===== src/rtl/vga_pkg.sv =====
// Shared definitions for the rectangle-fill engine: default frame geometry,
// field widths, control register offsets, CTRL bit positions and FSM states.
package vga_pkg;

  localparam int unsigned H_RES_DEF    = 640;
  localparam int unsigned V_RES_DEF    = 480;
  localparam int unsigned RAM_SIZE_DEF = 307200;

  localparam int unsigned XW = 10;   // X0 / W field width
  localparam int unsigned YW = 9;    // Y0 / H field width
  localparam int unsigned AW = 19;   // frame-buffer word address width
  localparam int unsigned DW = 16;   // register / pixel data width

  localparam logic [2:0] REG_X0    = 3'd0;
  localparam logic [2:0] REG_Y0    = 3'd1;
  localparam logic [2:0] REG_W     = 3'd2;
  localparam logic [2:0] REG_H     = 3'd3;
  localparam logic [2:0] REG_COLOR = 3'd4;
  localparam logic [2:0] REG_CTRL  = 3'd5;

  localparam int unsigned CTRL_START    = 0;
  localparam int unsigned CTRL_ABORT    = 1;
  localparam int unsigned CTRL_IRQ_EN   = 2;
  localparam int unsigned CTRL_DONE_CLR = 3;

  typedef enum logic {
    ST_IDLE = 1'b0,
    ST_RUN  = 1'b1
  } state_t;

endpackage


===== src/rtl/vga_rect_addr_gen.sv =====
// Rectangle clipping and frame-buffer address stepping.
//   clk, rst : clock, synchronous active-high reset
//   x0,y0,w,h: requested rectangle (control register values)
//   load     : accepted START of a non-empty rectangle; latches clipped size
//   step     : a pixel write was accepted this cycle
//   empty    : requested rectangle clips to nothing (combinational)
//   last     : the pixel currently presented is the final one
//   addr     : word address of the pixel currently presented
module vga_rect_addr_gen
  import vga_pkg::*;
#(
  parameter int unsigned H_RES    = H_RES_DEF,
  parameter int unsigned V_RES    = V_RES_DEF,
  parameter int unsigned RAM_SIZE = RAM_SIZE_DEF
) (
  input  logic          clk,
  input  logic          rst,
  input  logic [XW-1:0] x0,
  input  logic [YW-1:0] y0,
  input  logic [XW-1:0] w,
  input  logic [YW-1:0] h,
  input  logic          load,
  input  logic          step,
  output logic          empty,
  output logic          last,
  output logic [AW-1:0] addr
);

  logic [31:0]   x_room;
  logic [31:0]   y_room;
  logic [XW-1:0] weff_d;
  logic [YW-1:0] heff_d;
  logic [AW-1:0] base;

  logic [XW-1:0] weff;
  logic [YW-1:0] heff;
  logic [XW-1:0] col;
  logic [YW-1:0] row;

  assign x_room = H_RES - 32'(x0);
  assign y_room = V_RES - 32'(y0);
  assign weff_d = (32'(w) < x_room) ? w : XW'(x_room);
  assign heff_d = (32'(h) < y_room) ? h : YW'(y_room);

  // Constant-coefficient product: reduces to shifts and adds, registered into addr.
  assign base = AW'(32'(y0) * H_RES + 32'(x0));

  assign empty = (32'(x0) >= H_RES) || (32'(y0) >= V_RES) ||
                 (w == '0) || (h == '0) || (32'(base) >= RAM_SIZE);

  assign last = (col == weff - 1'b1) && (row == heff - 1'b1);

  always_ff @(posedge clk) begin
    if (rst) begin
      addr <= '0;
      weff <= '0;
      heff <= '0;
      col  <= '0;
      row  <= '0;
    end else if (load) begin
      addr <= base;
      weff <= weff_d;
      heff <= heff_d;
      col  <= '0;
      row  <= '0;
    end else if (step) begin
      if (col == weff - 1'b1) begin
        // End of line: skip the unfilled remainder to the next line start.
        col  <= '0;
        row  <= row + 1'b1;
        addr <= addr + AW'(H_RES) - AW'(weff) + AW'(1);
      end else begin
        col  <= col + 1'b1;
        addr <= addr + AW'(1);
      end
    end
  end

endmodule


===== src/rtl/vga_rect_fill.sv =====
// Avalon-MM rectangle fill engine: control slave holds X0/Y0/W/H/COLOR/CTRL,
// master writes COLOR into every word of the clipped rectangle.
//   avs_s1_*  : control slave (clock, reset, 3-bit address, read latency 1)
//   avm_m1_*  : frame-buffer write master (address, write, data, waitrequest)
//   ins_irq_oIRQ : level interrupt, DONE and IRQ_EN
module vga_rect_fill
  import vga_pkg::*;
#(
  parameter int unsigned H_RES    = H_RES_DEF,
  parameter int unsigned V_RES    = V_RES_DEF,
  parameter int unsigned RAM_SIZE = RAM_SIZE_DEF
) (
  input  logic          avs_s1_clk_iCLK,
  input  logic          avs_s1_reset_iRST,
  input  logic [2:0]    avs_s1_address_iADDR,
  input  logic          avs_s1_chipselect_iCS,
  input  logic          avs_s1_read_iRD,
  input  logic          avs_s1_write_iWR,
  input  logic [DW-1:0] avs_s1_writedata_iDATA,
  output logic [DW-1:0] avs_s1_readdata_oDATA,
  output logic [AW-1:0] avm_m1_address_oADDR,
  output logic          avm_m1_write_oWR,
  output logic [DW-1:0] avm_m1_writedata_oDATA,
  input  logic          avm_m1_waitrequest_iWAIT,
  output logic          ins_irq_oIRQ
);

  logic clk;
  logic rst;
  assign clk = avs_s1_clk_iCLK;
  assign rst = avs_s1_reset_iRST;

  state_t        state;
  state_t        state_nx;
  logic          busy;

  logic [XW-1:0] x0;
  logic [YW-1:0] y0;
  logic [XW-1:0] w;
  logic [YW-1:0] h;
  logic [DW-1:0] color;
  logic [DW-1:0] fill_color;
  logic          irq_en;
  logic          done;

  logic          reg_wr;
  logic          ctrl_wr;
  logic          start_acc;
  logic          abort_req;
  logic          pix_acc;
  logic          fill_end;
  logic          fill_empty;
  logic          fill_last;

  assign reg_wr    = avs_s1_chipselect_iCS && avs_s1_write_iWR;
  assign ctrl_wr   = reg_wr && (avs_s1_address_iADDR == REG_CTRL);
  assign start_acc = ctrl_wr && avs_s1_writedata_iDATA[CTRL_START] && (state == ST_IDLE);
  assign abort_req = ctrl_wr && avs_s1_writedata_iDATA[CTRL_ABORT] && (state == ST_RUN);
  assign pix_acc   = (state == ST_RUN) && !avm_m1_waitrequest_iWAIT;
  assign fill_end  = abort_req || (pix_acc && fill_last);

  vga_rect_addr_gen #(
    .H_RES    (H_RES),
    .V_RES    (V_RES),
    .RAM_SIZE (RAM_SIZE)
  ) u_addr_gen (
    .clk   (clk),
    .rst   (rst),
    .x0    (x0),
    .y0    (y0),
    .w     (w),
    .h     (h),
    .load  (start_acc && !fill_empty),
    .step  (pix_acc),
    .empty (fill_empty),
    .last  (fill_last),
    .addr  (avm_m1_address_oADDR)
  );

  always_comb begin
    state_nx = state;
    busy     = 1'b0;
    case (state)
      ST_IDLE: if (start_acc && !fill_empty) state_nx = ST_RUN;
      ST_RUN: begin
        busy = 1'b1;
        if (fill_end) state_nx = ST_IDLE;
      end
      default: state_nx = ST_IDLE;
    endcase
  end

  always_ff @(posedge clk) begin
    if (rst) state <= ST_IDLE;
    else     state <= state_nx;
  end

  always_ff @(posedge clk) begin
    if (rst) begin
      x0         <= '0;
      y0         <= '0;
      w          <= '0;
      h          <= '0;
      color      <= '0;
      fill_color <= '0;
      irq_en     <= 1'b0;
      done       <= 1'b0;
    end else begin
      if (reg_wr && (state == ST_IDLE)) begin
        case (avs_s1_address_iADDR)
          REG_X0:    x0    <= avs_s1_writedata_iDATA[XW-1:0];
          REG_Y0:    y0    <= avs_s1_writedata_iDATA[YW-1:0];
          REG_W:     w     <= avs_s1_writedata_iDATA[XW-1:0];
          REG_H:     h     <= avs_s1_writedata_iDATA[YW-1:0];
          REG_COLOR: color <= avs_s1_writedata_iDATA;
          default: ;
        endcase
      end
      if (ctrl_wr) irq_en <= avs_s1_writedata_iDATA[CTRL_IRQ_EN];
      if (start_acc) fill_color <= color;
      // Setting DONE wins over clearing it in the same cycle; an empty START
      // both clears and sets, so it ends with DONE high.
      if (fill_end || (start_acc && fill_empty))
        done <= 1'b1;
      else if (start_acc || (ctrl_wr && avs_s1_writedata_iDATA[CTRL_DONE_CLR]))
        done <= 1'b0;
    end
  end

  always_ff @(posedge clk) begin
    if (rst) begin
      avs_s1_readdata_oDATA <= '0;
    end else if (avs_s1_chipselect_iCS && avs_s1_read_iRD) begin
      case (avs_s1_address_iADDR)
        REG_X0:    avs_s1_readdata_oDATA <= DW'(x0);
        REG_Y0:    avs_s1_readdata_oDATA <= DW'(y0);
        REG_W:     avs_s1_readdata_oDATA <= DW'(w);
        REG_H:     avs_s1_readdata_oDATA <= DW'(h);
        REG_COLOR: avs_s1_readdata_oDATA <= color;
        REG_CTRL:  avs_s1_readdata_oDATA <= {13'b0, irq_en, done, busy};
        default:   avs_s1_readdata_oDATA <= '0;
      endcase
    end else begin
      avs_s1_readdata_oDATA <= '0;
    end
  end

  assign avm_m1_write_oWR       = busy;
  assign avm_m1_writedata_oDATA = fill_color;
  assign ins_irq_oIRQ           = done && irq_en;

endmodule


===== config.mk =====
export PLATFORM = sky130hd
export DESIGN_NAME = vga_rect_fill
export DESIGN_NICKNAME = d
export VERILOG_FILES = /design/src/rtl/vga_pkg.sv /design/src/rtl/vga_rect_addr_gen.sv /design/src/rtl/vga_rect_fill.sv
export SDC_FILE = /design/constraint.sdc
export NUM_CORES = 1
export LEC_CHECK = 0
export BUFFER_PORTS_ARGS = -buffer_cell sky130_fd_sc_hd__buf_2
export CORE_MARGIN = 3
export CORE_UTILIZATION = 60
export DETAILED_ROUTE_END_ITERATION = 8
export HOLD_SLACK_MARGIN = 0.15
export PLACE_DENSITY_LB_ADDON = 0.1
export SLEW_MARGIN = 20
export SYNTH_ARGS = -nofsm -noshare
export SYNTH_HDL_FRONTEND = slang
export SYNTH_SLANG_ARGS = --single-unit

===== constraint.sdc =====
create_clock -name avs_s1_clk_iCLK -period 6.8 [get_ports avs_s1_clk_iCLK]
set_clock_uncertainty 0.05 [all_clocks]
set_input_delay 2.04 -clock avs_s1_clk_iCLK [delete_from_list [all_inputs] [get_ports avs_s1_clk_iCLK]]
set_output_delay 2.04 -clock avs_s1_clk_iCLK [all_outputs]
set_load 0.02 [all_outputs]

Word-level counts from Yosys, hierarchy flattened. Index checks and enable logic that the tools add are counted. Widths: inputs -> output; s select.

Register bits: 146. Logic and storage cells: 91. Output and inout port bits: 53. Input bits: 25.

Reduce and logical (&&, ||, !) cells: 37. Equal/unequal tests: 7. Bitwise gates (word level): 2. Magnitude comparators: 5. Add/sub/neg operators: 11. Multipliers: 1. Mux-type cells: 13.

Operators by type and width (count): $pmux 16 s6 (1); $mux 19 (3); $add 19x1->19 const B (2); $lt 10x32->1 (1); $lt 9x32->1 (1); $mux 10 (2); $add 19x10->19 (1); $add 19x10->19 const B (1); $ge 19x19->1 const B (1); $sub 19x10->19 (1); $logic_and 1x1->1 (15); $mul 9x3->12 const B (1); $reduce_and 2->1 (6); $sub 10x10->11 const A (1); $add 10x1->10 const B (1); $eq 10x10->1 (1); $ge 10x10->1 const B (1); $logic_not 10->1 (1); $sub 10x1->10 const B (1); $sub 9x9->10 const A (1); $add 9x1->9 const B (1); $eq 9x9->1 (1); $ge 9x9->1 const B (1); $logic_not 9->1 (1); other kinds (13) (29).

Logic depth before layout (Yosys ltp).
Depth in word-level cells: 9. Depth in mapped cells: 15. Depth with buffers taken out: 15.

By module. Synthesis repeated with hierarchy kept, for this count alone.

Cell total of the unflattened synthesis: 1150. Area total of the unflattened synthesis: 9721.8 µm².

Modules (own cells, without submodules): vga_rect_addr_gen (sequential area each 1141.1 µm², area each 6034.5 µm², instances 1, cells each 766); vga_rect_fill (sequential area each 1781.7 µm², area each 3687.3 µm², instances 1, cells each 384).

Worst setup path after synthesis. Ideal clock, no wire load.

Path kind: input to register. From: input port avs_s1_address_iADDR[1]. To: register u_addr_gen.heff[7]. Path buffers: 3. Data required time: 6.620 ns. Path slack: 2.478 ns. Library setup time: 0.130 ns. Cell stages on the path: 11. Arrival time: 4.142 ns. Path through: buf_2 > nor2b_1 > clkbuf_1 > and4_1 > buf_2 > and3_1 > nand3_1 > or2_4 > o31ai_4 > mux2_2 > nor2b_1.

Longest elaborated chain between the ends: 5.

RTL lines: start: declaration (RTL line vga_rect_fill.sv:15) `input logic [2:0] avs_s1_address_iADDR,`; $eq 3x3->1 (RTL line vga_rect_fill.sv:56) `assign ctrl_wr = reg_wr && (avs_s1_address_iADDR == REG_CTRL);`; $logic_and 1x1->1 (RTL line vga_rect_fill.sv:56); $logic_and 1x1->1 (2 in a row) (RTL line vga_rect_fill.sv:57) `assign start_acc = ctrl_wr && avs_s1_writedata_iDATA[CTRL_START] && (state == ST_IDLE);`; $logic_and 1x1->1 (RTL line vga_rect_fill.sv:73) `.load (start_acc && !fill_empty),`; end signal: assignment (RTL line vga_rect_addr_gen.sv:57) `heff <= '0;`; end signal: assignment (RTL line vga_rect_addr_gen.sv:63) `heff <= heff_d;`; end: declaration (RTL line vga_rect_addr_gen.sv:36) `logic [YW-1:0] heff;`.

No other way between the ends. A chain may end at the register's enable or synchronous reset.

Final worst setup path.
From: input port avs_s1_address_iADDR[0]. To: register u_addr_gen.addr[7].

Longest elaborated chain between the ends: 6. Elaborated cells between the ends (all ways): 7. Those cells by class: eq/ne: 1; mux: 1; reduce/logical: 5.

RTL lines: $eq 3x3->1 (*) (RTL line vga_rect_fill.sv:56); $logic_and 1x1->1 (*) (RTL line vga_rect_fill.sv:56); $logic_and 1x1->1 (*) (2 in a row) (RTL line vga_rect_fill.sv:57); $logic_and 1x1->1 (*) (RTL line vga_rect_fill.sv:73); $mux 19 / $reduce_bool 2->1 (equally long branches); end signal: assignment (RTL line vga_rect_addr_gen.sv:61) `addr <= base;`; end signal: assignment (RTL line vga_rect_addr_gen.sv:71) `addr <= addr + AW'(H_RES) - AW'(weff) + AW'(1);`; end signal: assignment (RTL line vga_rect_addr_gen.sv:74) `addr <= addr + AW'(1);`; end: declaration (RTL line vga_rect_addr_gen.sv:26) `output logic [AW-1:0] addr`.

Every way passes the cells marked *; elsewhere a longest branch is shown, timed or not.

==> flow_metrics.tcl <==
set metrics [dict create \
    yosysWarnings 0 \
    cts.sinks 146 \
    crit_required_ns 7.04 \
    end_kind "flop" \
    io_pins 78 \
    track_usage 0.2862 \
    r2r_start "y0[3]$_SDFFE_PP0P_" \
    design_area_sq_um 10780 \
    grt-ovfl-total 0 \
    dieWidth_microns 133.1 \
    synth.distinct_cells 73 \
    final_cell_mix "nand2_1 (169), dfxtp_1 (146), a21oi_1 (109), nor2_1 (85), buf_2 (76)" \
    placed_area_sq_um 10190 \
    synth_area_leaders "dfxtp_1 (30%), ha_1 (9.7%), nand2_1 (6.5%)" \
    route.vias.total 8815 \
    critPathKind "input pin to flop" \
    tritoncts "yes" \
    antenna_found_initial 0 \
    syn_to_final_growth_pct 11.22 \
    hp-start "avm_m1_writedata_oDATA[6]$_SDFFE_PP0P_" \
    postCtsSetupBuffers 0 \
    synth.top_cell.area_share 0.3017 \
    clk_latency_ns 0.42 \
    max-vdd-ir-drop_uv 176.7 \
    numCtsBuffers 17 \
    grt_max_degree 83 \
    synthCells 1210 \
    path_clk_slew_ns 0.07 \
    hpwl_microns 18670 \
    fin_crit_sh 0.7331 \
    drive_above_1_share 0.1320 \
    synth-seq-cells 146 \
    syn_area_per_cell_sq_um 8.007 \
    drt-total-wl_microns 25700 \
    hold_viol_final 0 \
    dr.pass1.iters 5 \
    finalSetupViolations 0 \
    cts_hold_buf 0 \
    r2r_slack_ns 2.16 \
    fin_crit_ns 4.985 \
    drv_slew 0 \
    die_h_microns 133.1 \
    critPathLaunchType "input pin" \
    coreArea_sq_um 15480 \
    ant_nets 0 \
    fmax_ghz 0.2006 \
    cts_resized 0 \
    grt_pass1_wl_microns 41320 \
    hold_class "flop to flop" \
    wire_per_inst_microns 17.32 \
    cellLeakagePower_nw 4.372 \
    initial_utilization 0.6257 \
    worstPathMaxFanout 22 \
    max_slew_margin 0.2997 \
    outcome "finished, final reports clean" \
    worst_pin_slew_ns 1.045 \
    drv_cap 0 \
    worst-endpoint-arrival_ns 5.23 \
    min_to "avm_m1_writedata_oDATA[6]$_SDFFE_PP0P_" \
    netlist_area_sq_um 9688 \
    root_buffer "clkbuf_16" \
    syn_nets 1313 \
    first_iter_violations 658 \
    synth_flop_cell "dfxtp_1" \
    rsz0062_at_grt "no" \
    diodes 0 \
    worst-r2r-cell-count 13 \
    h-tree-depth 4 \
    via_per_inst 5.940 \
    final_common_cell "nand2_1" \
    fin_nets 1363 \
    port_buffers 77 \
    dieArea_sq_um 17710 \
    synthArstFlopShare 0 \
    yosysSeqAreaShare 0.3017 \
    placementRows 45 \
    hold_depth 2 \
    post-route-drc-count 0 \
    cellPowerDensity_nw_per_um2 175.2 \
    routabilityCongestion 0.9011 \
    synth_edf_count 0 \
    grt_pass1_vias 7932 \
    r2r-end "u_addr_gen.addr[7]$_SDFFE_PP0P_" \
    fin_tns_setup_ns 0 \
    yosysTopAreaCell "dfxtp_1" \
    clk_path_buf_depth 2 \
    num-fill-cells 1309 \
]
[through the flow]
step / std cells / setup WS, ns / power [W] / hold slack [ns] / utilization
final: 1484 / 1.815 / 0.001888 / 0.4083 / 0.6959
after global routing: 1484 / 1.538 / 0.001942 / 0.4186 / 0.6959
after CTS: 1484 / 1.818 / 0.001894 / 0.4073 / 0.6959
after detailed placement: 1452 / 1.448 / 0.0009775 / 0.3967 / 0.6579
after global placement: 1452 / 1.493 / 0.0009764 / 0.3928 / 0.6579
after floorplan: 1210 / 2.478 / 0.0009458 / 0.3905 / -
[cell usage after synthesis, drive strengths merged (3+ instances only)]
master / count
a221oi: 3
and2: 17
nand2b: 9
a211o: 4
o211ai: 9
nand4: 16
fa: 3
and3: 15
dfxtp: 146
nand3b: 5
a21o: 13
mux2: 11
buf: 14
ha: 75
nor2: 96
clkbuf: 43
o22ai: 8
o21ai: 44
nor4: 8
nand2: 169
xor2: 48
nor3b: 4
mux2i: 40
xnor2: 47
o21a: 7
or2: 7
a211oi: 20
or3: 11
nor2b: 12
a21oi: 110
nand3: 54
a31oi: 15
a22oi: 15
and4: 3
inv: 60
nor3: 17
[final cells by class]
class	count	area (sq um)	share of cell area
repair buffers	88	470.5	0.04366
well taps	211	264.0	0.02450
multi-input cells	947	6305	0.5851
clock inverters	13	145.1	0.01347
inverters	60	225.2	0.02090
flip-flops and latches	146	2923	0.2712
clock buffers	19	442.9	0.04111
[layer usage]
metal	routed length (microns)	GRT usage	vias up
met4	602	0.08776	0
met5	0	0	-
met1	11790	0.4002	4122
met2	11650	0.4526	297
met3	1655	0.04905	49
li1	-	-	4347
[flip-flops by register name, summed over array words and instances (netlist names), 9 cells and up]
name	cells
avm_m1_writedata_oDATA	16
w	10
x0	10
u_addr_gen.row	9
u_addr_gen.col	10
u_addr_gen.heff	9
u_addr_gen.weff	10
avs_s1_readdata_oDATA	16
h	9
color	16
y0	9
u_addr_gen.addr	19
[worst max path at each step]
| stage | start | to | slack [ns] | cells past startpoint |
|---|---|---|---|---|
| 3_3_place_gp | avs_s1_address_iADDR[0] | u_addr_gen.addr[7]$_SDFFE_PP0P_ | 1.49 | 9 |
| 6_report | avs_s1_address_iADDR[0] | u_addr_gen.addr[7]$_SDFFE_PP0P_ | 1.81 | 9 |
| 2_1_floorplan | avs_s1_address_iADDR[1] | u_addr_gen.heff[7]$_SDFFE_PP0P_ | 2.48 | 11 |
| 5_1_grt | avs_s1_address_iADDR[0] | u_addr_gen.addr[7]$_SDFFE_PP0P_ | 1.54 | 9 |
| 4_1_cts | avs_s1_address_iADDR[0] | u_addr_gen.addr[7]$_SDFFE_PP0P_ | 1.82 | 9 |
| 3_5_place_dp | avs_s1_address_iADDR[0] | u_addr_gen.weff[9]$_SDFFE_PP0P_ | 1.45 | 9 |
[where the power goes]
part           leakage [nW]   total, W  internal [W]  switching (W)
Sequential             1.18   0.000868      0.000859     0.00000801
Clock                 0.287   0.000927      0.000529       0.000399
Combinational          2.91  0.0000933     0.0000299      0.0000634
[kinds of logic (layout without fill, tap and decap cells)]
| group | after synthesis | after routing | share of synthesized area |
|---|---|---|---|
| compound gates | 275 | 275 | 0.1833 |
| xor+xnor | 95 | 95 | 0.08588 |
| fa+ha+maj | 78 | 78 | 0.1031 |
| buf+inv | 117 | 180 | 0.04882 |
| flops | 146 | 146 | 0.3017 |
| mux | 52 | 52 | 0.05644 |
| simple gates | 447 | 447 | 0.2208 |
[critical path: stages]
cell     delay [ns]
buf_2          0.32
nor2b_1        0.21
and4_1         0.68
and3_1         0.29
nand3_1        0.28
o31ai_4        0.75
buf_4          0.34
mux2i_1        0.26
nor2_1         0.05
Power figures use the tool's default switching activity.
